--- src/rtl/uart_cfg_ctrl_pkg.sv ---
// Shared types for the multi-channel UART configuration controller.
// Holds opcode and FSM state encodings, the reserved mode value and a counter-width helper.
package uart_cfg_ctrl_pkg;

  typedef enum logic [1:0] {
    OP_NOP     = 2'b00,
    OP_WRITE   = 2'b01,
    OP_READ    = 2'b10,
    OP_RESTORE = 2'b11
  } opcode_e;

  typedef enum logic [1:0] {
    ST_IDLE      = 2'b00,
    ST_WAIT_DATA = 2'b01,
    ST_CHECK     = 2'b10,
    ST_DONE      = 2'b11
  } state_e;

  localparam logic [1:0] MODE_RESERVED = 2'b10;

  function automatic int unsigned cnt_width(input int unsigned n);
    return (n > 1) ? $clog2(n) : 1;
  endfunction

endpackage

--- src/rtl/uart_cfg_ctrl_timeout.sv ---
// Saturating wait counter for the data byte of a WRITE command.
// expired is high while enabled once the count has reached TIMEOUT_CYC-1.
module uart_cfg_timeout
  import uart_cfg_ctrl_pkg::*;
#(
  parameter int unsigned TIMEOUT_CYC = 1024
) (
  input  logic clk,
  input  logic rst,
  input  logic clear,
  input  logic enable,
  output logic expired
);

  localparam int unsigned CW = cnt_width(TIMEOUT_CYC);
  localparam logic [CW-1:0] LIMIT = CW'(TIMEOUT_CYC - 1);

  logic [CW-1:0] cnt;

  always_ff @(posedge clk) begin
    if (!rst) begin
      cnt <= '0;
    end else if (clear) begin
      cnt <= '0;
    end else if (enable && (cnt != LIMIT)) begin
      cnt <= cnt + CW'(1);
    end
  end

  assign expired = enable && (cnt == LIMIT);

endmodule

--- src/rtl/uart_cfg_ctrl.sv ---
// Multi-channel UART configuration controller: decodes command bytes from the RX path and
// applies write / read-back / restore operations to NUM_CH channel config registers.
module uart_cfg_ctrl
  import uart_cfg_ctrl_pkg::*;
#(
  parameter int unsigned       DATA_W      = 8,
  parameter int unsigned       NUM_CH      = 4,
  parameter logic [DATA_W-1:0] RESET_CFG   = DATA_W'(8'b00001100),
  parameter int unsigned       TIMEOUT_CYC = 1024
) (
  input  logic                     clk,
  input  logic                     rst,
  input  logic                     data_ready,
  input  logic [DATA_W-1:0]        data_in,
  output logic [NUM_CH*DATA_W-1:0] cfg_out,
  output logic [NUM_CH-1:0]        cfg_update,
  output logic [DATA_W-1:0]        rd_data,
  output logic                     rd_valid,
  output logic                     ack,
  output logic                     nack,
  output logic                     overrun,
  output logic                     busy
);

  localparam int unsigned IDX_W = (NUM_CH > 1) ? $clog2(NUM_CH) : 1;

  state_e            state, state_nxt;
  logic [DATA_W-1:0] hdr_q;
  logic [DATA_W-1:0] dat_q;
  logic              timed_out_q;
  logic [DATA_W-1:0] cfg_q [NUM_CH];
  logic              expired;

  opcode_e           op;
  logic [5:0]        ch;
  logic [IDX_W-1:0]  idx;
  logic              ch_ok;
  logic              mode_bad;
  logic              cmd_ok;

  assign op       = opcode_e'(hdr_q[DATA_W-1 -: 2]);
  assign ch       = hdr_q[5:0];
  assign idx      = ch[IDX_W-1:0];
  assign ch_ok    = {26'd0, ch} < NUM_CH;
  assign mode_bad = (dat_q[5:4] == MODE_RESERVED);
  assign busy     = (state != ST_IDLE);

  if (DATA_W > 8) begin : g_hdr_pad
    logic hdr_pad_unused;
    assign hdr_pad_unused = ^hdr_q[DATA_W-3:6];
  end

  uart_cfg_timeout #(
    .TIMEOUT_CYC (TIMEOUT_CYC)
  ) u_timeout (
    .clk     (clk),
    .rst     (rst),
    .clear   (state != ST_WAIT_DATA),
    .enable  (state == ST_WAIT_DATA),
    .expired (expired)
  );

  always_ff @(posedge clk) begin
    if (!rst) state <= ST_IDLE;
    else      state <= state_nxt;
  end

  always_comb begin
    state_nxt = state;
    case (state)
      ST_IDLE: begin
        if (data_ready) begin
          state_nxt = (opcode_e'(data_in[DATA_W-1 -: 2]) == OP_WRITE) ? ST_WAIT_DATA : ST_CHECK;
        end
      end
      ST_WAIT_DATA: if (data_ready || expired) state_nxt = ST_CHECK;
      ST_CHECK:     state_nxt = ST_DONE;
      default:      state_nxt = ST_IDLE;
    endcase
  end

  always_comb begin
    cmd_ok = 1'b1;
    case (op)
      OP_WRITE: cmd_ok = ch_ok && !timed_out_q && !mode_bad;
      OP_READ:  cmd_ok = ch_ok;
      default:  cmd_ok = 1'b1;
    endcase
  end

  // Status pulses are registered out of CHECK so they coincide with the DONE cycle.
  always_ff @(posedge clk) begin
    if (!rst) begin
      hdr_q       <= '0;
      dat_q       <= '0;
      timed_out_q <= 1'b0;
      for (int unsigned c = 0; c < NUM_CH; c++) cfg_q[c] <= RESET_CFG;
      cfg_update  <= '0;
      rd_data     <= '0;
      rd_valid    <= 1'b0;
      ack         <= 1'b0;
      nack        <= 1'b0;
      overrun     <= 1'b0;
    end else begin
      cfg_update <= '0;
      rd_valid   <= 1'b0;
      ack        <= 1'b0;
      nack       <= 1'b0;
      overrun    <= data_ready && ((state == ST_CHECK) || (state == ST_DONE));
      case (state)
        ST_IDLE: begin
          if (data_ready) begin
            hdr_q       <= data_in;
            timed_out_q <= 1'b0;
          end
        end
        ST_WAIT_DATA: begin
          if (data_ready)   dat_q       <= data_in;
          else if (expired) timed_out_q <= 1'b1;
        end
        ST_CHECK: begin
          ack  <= cmd_ok;
          nack <= !cmd_ok;
          if (cmd_ok) begin
            case (op)
              OP_WRITE: begin
                cfg_q[idx]      <= dat_q;
                cfg_update[idx] <= 1'b1;
              end
              OP_READ: begin
                rd_data  <= cfg_q[idx];
                rd_valid <= 1'b1;
              end
              OP_RESTORE: begin
                for (int unsigned c = 0; c < NUM_CH; c++) cfg_q[c] <= RESET_CFG;
                cfg_update <= '1;
              end
              default: ;
            endcase
          end
        end
        default: ;
      endcase
    end
  end

  always_comb begin
    cfg_out = '0;
    for (int unsigned c = 0; c < NUM_CH; c++) cfg_out[c*DATA_W +: DATA_W] = cfg_q[c];
  end

endmodule

--- config.mk ---
export PLATFORM = sky130hd
export DESIGN_NAME = uart_cfg_ctrl
export DESIGN_NICKNAME = d
export VERILOG_FILES = /design/src/rtl/uart_cfg_ctrl_pkg.sv /design/src/rtl/uart_cfg_ctrl_timeout.sv /design/src/rtl/uart_cfg_ctrl.sv
export SDC_FILE = /design/constraint.sdc
export NUM_CORES = 1
export LEC_CHECK = 0
export CAP_MARGIN = 20
export CORE_UTILIZATION = 43
export CTS_BUF_LIST = sky130_fd_sc_hd__clkbuf_4 sky130_fd_sc_hd__clkbuf_8 sky130_fd_sc_hd__clkbuf_16
export DETAILED_ROUTE_END_ITERATION = 10
export GPL_TIMING_DRIVEN = 0
export PLACE_DENSITY = 0.67
export SETUP_SLACK_MARGIN = 0.1
export SYNTH_ARGS = -nofsm -noshare
export SYNTH_HDL_FRONTEND = slang
export SYNTH_SLANG_ARGS = --single-unit
--- constraint.sdc ---
create_clock -name clk -period 3.15 [get_ports clk]
set_clock_uncertainty 0.2 [all_clocks]
set_input_delay 0.63 -clock clk [delete_from_list [all_inputs] [get_ports clk]]
set_output_delay 0.63 -clock clk [all_outputs]
set_load 0.005 [all_outputs]
* Word level (Yosys, flattened, before mapping) *
Memories as Yosys holds them, arrays and structs flattened. A register that Yosys moved wholly into a read port is not among the register bits.
Cells that the tools add are included.

cells by class
  magnitude comparators = 3
  add/sub/neg operators = 1
  mux-type cells = 31
  equal/unequal tests = 15
  reductions and logical operators = 24
  bitwise gates (word level) = 5

operators with widths
  operator                                                     number
  two-way mux 8 bit                                            5
  two-way mux 1 bit                                            17
  adder 10 x 1 -> 10 bit (second input constant)               1
  equality test 10 bit (second input constant)                 1
  equality test 2 bit (second input constant)                  5
  inequality test 10 bit (second input constant)               1
  two-way mux 2 bit                                            4
  inequality test 2 bit (second input constant)                4
  case mux 4 bit (2 select lines)                              1
  AND reduction 2 bit                                          4
  OR reduction 8 bit                                           1
  equality test 2 x 1 -> 1 bit (second input constant)         3
  logical AND 1 bit                                            6
  less-than comparator 6 x 3 -> 1 bit (second input constant)  1
  case mux 2 bit (3 select lines)                              1
  AND reduction 3 bit                                          2
  zero test 1 bit                                              4
  bitwise OR 1 bit                                             4
  case mux 1 bit (2 select lines)                              2
  AND reduction 4 bit                                          1
  nonzero test 2 bit                                           2
  less-than comparator 2 x 3 -> 1 bit (second input constant)  1
  demux 1 bit (select 2 bit)                                   1
  >= comparator 2 x 1 -> 1 bit (second input constant)         1
  other kinds (5)                                              6

storage, ports and cells
  memories = 1
  logic and storage cells = 90
  output and inout bits = 49
  register bits after elaboration = 37
  bits in writable memories = 32

memories
  name   words  width  read ports  clocked after Yosys merged registers in  wr ports  line                 RTL
  cfg_q  4      8      5           1                                        4         uart_cfg_ctrl.sv:31  logic [DATA_W-1:0] cfg_q [NUM_CH];

* Longest topological paths before layout *
  word-level depth = 10
  gate-level depth with buffers = 7

* Modules after synthesis *
Synthesis repeated with hierarchy kept, for this count alone.

second synthesis, totals
  cell total of the unflattened synthesis = 327
  area, all modules = 3,510.9 µm²

modules (own cells, without submodules)
  module            area each (µm²)  cells an instance  times used
  uart_cfg_ctrl     2,929.1          258                1
  uart_cfg_timeout  581.8            69                 1

* Worst setup path after synthesis *
OpenSTA, ideal clock, no wires.

  path kind = reg-to-reg
  start = register state[0]
  end = memory cfg_q[2][0] (enable)
  slack = 0.782 ns
  clock period less this slack = 2.368 ns
  stages on the path, launching flop included = 7
  arrival = 1.784 ns
  required time = 2.566 ns
  cell sequence = dfxtp_1 inv_1 ha_1 and2_1 buf_4 nand4b_2 o21ai_0

RTL lines
  element                 line                 RTL
  from (decl)             uart_cfg_ctrl.sv:27  state_e state, state_nxt;
  from (signal assigned)  uart_cfg_ctrl.sv:65  else state <= state_nxt;
  to (decl)               uart_cfg_ctrl.sv:31

==> summary.md <==
| Metric | Value |
|---|---|
| Post-synth EDFFs | `32` |
| Gpl congestion | `0.786` |
| Vias per cell | `5.33` |
| Asr flop ratio synth | `0` |
| Syn Inst Count | `303` |
| Worst vdd ir | `0.354 mV` |
| Top_reg_cell synth | `dfxtp_1` |
| Vias | `2573` |
| Post-synthesis sequential area ratio | `0.542` |
| Startpoint class of the critical path | `input port` |
| Sw Ratio | `0.297` |
| Post-route DRC | `0` |
| Max_cap viols | `0` |
| Core footprint | `0.00773 mm2` |
| Antenna violations before repair | `0` |
| CP bufs+invs | `3` |
| DRT iter0 DRCs | `86` |
| Clock Path Buffers | `2` |
| Int Power | `0.00171 W` |
| Crit path DAT | `2810 ps` |
| Proportion of layout cells with a drive suffix above 1 | `0.134` |
| Largest cells by area after synthesis | `edfxtp_1, dfxtp_1, mux4_2, nor3b_1, a21oi_1` |
| Net Sw Power | `0.000722 W` |
| Netlist cell types | `42` |
| Hold Slack | `282 ps` |
| CTS tree | `done` |
| GRT Resource Usage Total | `0.194` |
| Crit path kind | `in -> reg` |
| Outcome | `finished, final reports clean` |
| Slowest CP cell | `o21ai_0` |
| Final Net Count | `396` |
| Die H | `91.4 um` |
| Syn Std Cell Area | `0.00344 mm2` |
| Syn avg cell area | `11.3 um2` |
| Largest net degree at the start of global routing | `14` |
| Relative slew slack | `0.550` |
| First-pass GRT wire length | `12300 um` |
| Final Cycle Share | `0.937` |
| Fin. Hold Viols | `0` |
| Final setup fails | `0` |
| Io pins | `60` |
| Vias in the first global route | `2502` |
| CTS clock-pin slew for the worst setup and hold paths | `80 ps` |
| Design area | `0.00436 mm2` |
| Yosys top cell area share | `0.280` |
| Leakage power | `1.60 nW` |
| CP max FO | `10` |
| Synth Net Count | `323` |
| Top cell family by delay on the critical path | `buffers and inverters` |
| Drt wl/cell | `15.3 um` |
| DP Wirelength | `5590 um` |
| # rows | `32` |
| Total Die Area | `0.00835 mm2` |
| #FFs+latches synth | `77` |
| Fmax | `339 MHz` |
| Cts bufs inserted | `9` |
| Req. time, crit path | `3000 ps` |
| Ant diodes | `0` |
| Post-CTS Resized | `0` |
| Total Power | `0.00243 W` |
| Slew Limit Fails | `0` |
| Clock power frac | `0.303` |
| Htree depth | `3` |
| Logic pwr share | `0.218` |
| Initial Utilization | `0.445` |
| GR Overflow Total | `0` |
| RSZ-0062 raised after global routing | `false` |
| CTS root buffer | `clkbuf_8` |
| Seq pwr share | `0.479` |
| Iteration count of the initial detailed-routing pass | `5` |
| Fin util | `0.565` |
| Commonest non-fill, non-tap cell in the layout | `clkdlybuf4s50_1` |
| Die Wd | `91.4 um` |
| Post-CTS Setup Repair Bufs | `0` |
| Most frequent cells in the layout | `clkdlybuf4s50_1, dfxtp_1, edfxtp_1` |
| HP Class | `reg -> reg` |
| Dominant cell type by area after synthesis | `edfxtp_1` |
| Slew @ Worst Pin | `667 ps` |
| Placed Instances | `467` |
| Min Tclk post-route | `2950 ps` |
| Worst-Skew Late Latency | `350 ps` |
| Pwr/cell area | `557 mW/mm2` |
| CTS Sinks | `77` |
| Area grow syn2layout | `26.9%` |
| Routed Antenna Nets | `0` |
| Critical path cell sequence | `clkdlybuf4s50_1 -> and2_1 -> buf_4 -> nand4b_2 -> o21ai_0 -> buf_2` |
| Worst path max stage delay | `640 ps` |
| Input/output buffers | `58` |
| Crit path capture type | `flop` |
| Synth warn | `0` |
| WL final | `7390 um` |
| # hold bufs at CTS | `0` |
| Placed Area | `0.00417 mm2` |
| Post-route insts no fill | `483` |
-- stage by stage --
stage	setup TNS [ps]	worst slack (ps)
3_3_place_gp	-10430	-505
5_1_grt	0	120
6_report	0	198
2_1_floorplan	0	782
4_1_cts	0	168
3_5_place_dp	-1240	-208
-- path summary, 6_finish.rpt --
check               from     endpoint  slack [ps]  cells after the start
max                  rst  cfg_q[1][0]         200                      6
min          timed_out_q  timed_out_q         280                      2
max reg2reg     state[0]  cfg_q[1][0]         320                      7
min reg2reg  timed_out_q  timed_out_q         280                      2
-- metal layers --
metal / GRT usage / wire, um
met1: 0.244 / 3400
met2: 0.321 / 3530
met3: 0.0352 / 314
met4: 0.0952 / 140
met5: 0 / 0
-- area by class of cell --
type	count	area, um2
well taps	102	128
repair buffers	62	603
clock inverters	6	63.8
plain buffers	16	83.8
multi-input cells	203	1470
flip-flops and latches	77	1860
clock buffers	10	131
fillers	663	3360
inverters	7	26.3
-- cells by family after synthesis --
logic type,count (synthesis),share of synthesized area
and+or+nand+nor,125,0.218
muxes,19,0.0845
adders and majority gates,9,0.0328
xor gates and xnor gates,3,0.00765
AOI/OAI and AO/OA,47,0.0837
DFF,77,0.542
buffers and inverters,23,0.0320
-- worst register-to-register path, delay by kind of cell, from the launching register on --
kind,cells,cell delay (ps)
buffers and inverters,3,630
and+or+nand+nor,2,440
DFF,1,360
adders and majority gates,1,260
AOI/OAI and AO/OA,1,640
-- synthesized netlist by cell type (2+ instances only) --
| cell type | number |
|---|---|
| and2_1 | 2 |
| a21oi_1 | 27 |
| or3_1 | 12 |
| xor2_1 | 3 |
| buf_4 | 3 |
| nor2_1 | 22 |
| and4_1 | 2 |
| dfxtp_1 | 45 |
| nand2b_1 | 2 |
| nand4_4 | 2 |
| and3_1 | 2 |
| buf_2 | 10 |
| nor3b_1 | 24 |
| inv_1 | 6 |
| nor2b_1 | 2 |
| o21ai_0 | 8 |
| nor3_1 | 2 |
| nand2_1 | 26 |
| ha_1 | 9 |
| edfxtp_1 | 32 |
| o31ai_1 | 2 |
| mux4_2 | 8 |
| nand4b_2 | 2 |
| mux2i_1 | 11 |
| clkbuf_1 | 3 |
| nand3_1 | 20 |
-- state kept, by name, summed over array words and instances, names as in the netlist --
| register | flops |
|---|---|
| dat_q | 8 |
| timed_out_q | 1 |
| rd_valid | 1 |
| state | 2 |
| nack | 1 |
| rd_data | 8 |
| ack | 1 |
| overrun | 1 |
| hdr_q | 8 |
| cfg_update | 4 |
| u_timeout.cnt | 10 |
| cfg_q | 32 |
-- power groups by stage --
stage / registers (W) / clock network, W / logic (W)
floorplan: 0.00117 / 0 / 0.000356
global placement: 0.00118 / 0 / 0.000519
detailed placement: 0.00119 / 0 / 0.000535
CTS: 0.00116 / 0.000751 / 0.000536
global route: 0.00117 / 0.000796 / 0.000587
finish: 0.00116 / 0.000736 / 0.000531
Power figures use the tool's default switching activity.
==> patch: new RTL, same flow settings <==
`TIMEOUT_CYC` is set to 1024 in 2 places; all go to 512.
--- a/src/rtl/uart_cfg_ctrl_timeout.sv
+++ b/src/rtl/uart_cfg_ctrl_timeout.sv
@@ -5,3 +5,3 @@
 #(
-  parameter int unsigned TIMEOUT_CYC = 1024
+  parameter int unsigned TIMEOUT_CYC = 512
 ) (
--- a/src/rtl/uart_cfg_ctrl.sv
+++ b/src/rtl/uart_cfg_ctrl.sv
@@ -8,3 +8,3 @@
   parameter logic [DATA_W-1:0] RESET_CFG   = DATA_W'(8'b00001100),
-  parameter int unsigned       TIMEOUT_CYC = 1024
+  parameter int unsigned       TIMEOUT_CYC = 512
 ) (
Function: no difference found for any inputs over 10 cycles, from zero or initial values and one cycle with rst low; that may be too few to reach the edited logic, so the function may still have changed.
==> patch against the unedited design <==
Design area fell by 0.89%. Worst hold slack got worse by 0.015 ns. Die area is 1.4% lower. Sequential share of layout area decreased by 0.080 points. First-iteration DRC count is 87% higher. Highest routed layer unchanged. Largest cell class unchanged. Sequential power about the same. Power up 5.6%. Area after synthesis down 1.5%. Sequential cell count fell by 1. Routed wire length down 4.8%. Synthesized cell count shrank 1.7%. Worst setup slack improved by 0.41 ns.
==> patch: results (changes against the unedited design) <==
status: "complete, no violations"
clockRootBuffer: "clkbuf_8"
portBuffers: 59  # +1.7%
synth_nets: 319  # -1.2%
ff2ff_path_depth: 6  # -1
worstHoldPathCells: 2  # unchanged
reg2reg_slack_ns: 0.78  # +0.46 ns
synth-edff-count: 32  # unchanged
htreeDepth: 3  # unchanged
ys_top_cells_by_area: "edfxtp_1, dfxtp_1, mux4_2"
cts_setup_buffers: 0  # unchanged
r2r-end: "cfg_q[0][0]"
antenna_found_initial: 0  # unchanged
synth_cell_type_count: 45  # +7.1%
hpwl_mm: 5.25  # -6.1%
ys.flop_type: "dfxtp_1"
top_regs: "cfg_q: 32 flops, u_timeout.cnt: 9 flops"
cts_buffer_depth: 2  # unchanged
vdd_drop_max_uv: 380  # +7.5%
synth_common_cells: "dfxtp_1, nor2_1, nand2_1"
arrival_ns: 1.71  # -1.10 ns
power.switching_mw: 0.759  # +5.1%
synth_warnings: 0  # unchanged
yosysSeqAreaShare_pct: 54.4  # +0.21 points
power_leakage_nw: 1.53  # -4.7%
grt_max_degree: 15  # +1
cts_resized: 0  # unchanged
crit_path_max_fanout: 5  # -5
relSlewSlack_pct: 47.3  # -7.8 points
grt_pass1_vias: 2276  # -9.0%
drtPass1Iterations: 5  # unchanged
via_per_inst: 5.06  # -5.0%
dr_total_vias: 2389  # -7.2%
drtIter0Drc: 161  # +87%
ys_async_sr_fraction_pct: 0  # unchanged
synth.avg_cell_area_um2: 11.4  # +0.20%
diodes: 0  # unchanged
crit_start: "state[0]"
grt_overflow: 0  # unchanged
clk_latency_ns: 0.35  # about the same
grt_first_pass_wirelength_mm: 11.7  # -4.9%
clk_pin_slew_ns: 0.08  # about the same
drive_above_1_share_pct: 11.8  # -1.6 points
worstHoldPathType: "reg -> reg"
final_nets: 389  # -1.8%
wire_per_inst_um: 14.9  # -2.6%
post-place-cells: 456  # -2.4%
cts_buffers: 9  # unchanged
crit_end: "busy"
finalWeightedCongestion: 0.795  # +1.2%
grt_usage_pct: 18.4  # -0.99 points
r2r-start: "hdr_q[6]"
-- patch: changes by cell type in the layout (fill, tap and decap cells not counted), moves of 3 or more --
cell      before  now
a21boi_0       0   18
a21oi_1       27    2
buf_2         13    2
buf_4          4    0
clkbuf_1       3    9
nand2_1       26   33
nand3_1       20   16
nand3_4        0    4
nor2_1        22   40
nor2b_1        2    9
nor3b_1       24    1
o21ai_0        8    1
or3_1         12    9
xor2_1         3    6
-- patch: worst min-delay path by stage --
stage             start       end  slack [ns]
6_report       dat_q[7]  dat_q[7]        0.27
5_1_grt        dat_q[1]  dat_q[1]        0.30
4_1_cts        dat_q[7]  dat_q[7]        0.27
3_5_place_dp   dat_q[7]  dat_q[7]        0.26
3_3_place_gp   dat_q[7]  dat_q[7]        0.26
2_1_floorplan  dat_q[6]  dat_q[6]        0.24
-- patch: power by group through the flow --
stage / sequential, mW / combinational, mW / clock [mW]
after floorplan: 1.17 / 0.410 / 0
after global placement: 1.18 / 0.588 / 0
after detailed placement: 1.18 / 0.597 / 0
after CTS: 1.16 / 0.600 / 0.828
after global routing: 1.17 / 0.653 / 0.882
final: 1.16 / 0.596 / 0.813
-- patch: critical path: stages, from the launching register on --
cell and delay (ns):
dfxtp_1 0.42, inv_1 0.09, ha_1 0.24, inv_1 0.12, clkdlybuf4s50_1 0.51
-- patch: kinds of logic (layout without fill, tap and decap cells) --
group | Yosys count | after routing | synth area share (%)
and+or+nand+nor | 136 | 136 | 21.4
DFF | 76 | 76 | 54.4
AOI/OAI and AO/OA | 31 | 31 | 7.50
buffers and inverters | 20 | 95 | 2.99
muxes | 18 | 18 | 8.27
adders and majority gates | 10 | 10 | 3.69
xor gates and xnor gates | 7 | 7 | 1.81
-- patch: cell type report --
type | count | area, um2
Timing Repair Buffer | 59 | 591
Clock inverter | 7 | 98.8
Inverter | 6 | 22.5
Buffer | 14 | 78.8
Clock buffer | 9 | 124
Fill cell | 657 | 3120
Multi-Input combinational cell | 202 | 1440
Tap cell | 99 | 124
Sequential cell | 76 | 1840
-- patch: metrics by stage --
| step | setup WS [ns] | instance area [um2] |
|---|---|---|
| after global routing | 0.536 | 4320 |
| after floorplan | 0.967 | 3390 |
| after global placement | 0.536 | 4100 |
| final | 0.608 | 4320 |
| after detailed placement | 0.531 | 4100 |
| after CTS | 0.593 | 4320 |
-- patch: per-layer routing --
metal / vias to the layer above / wire [um] / track usage (%)
li1: 1198 / - / -
met1: 1114 / 3290 / 24.8
met2: 67 / 3260 / 28.6
met3: 10 / 365 / 3.45
met4: 0 / 126 / 8.60
met5: - / 0 / 0
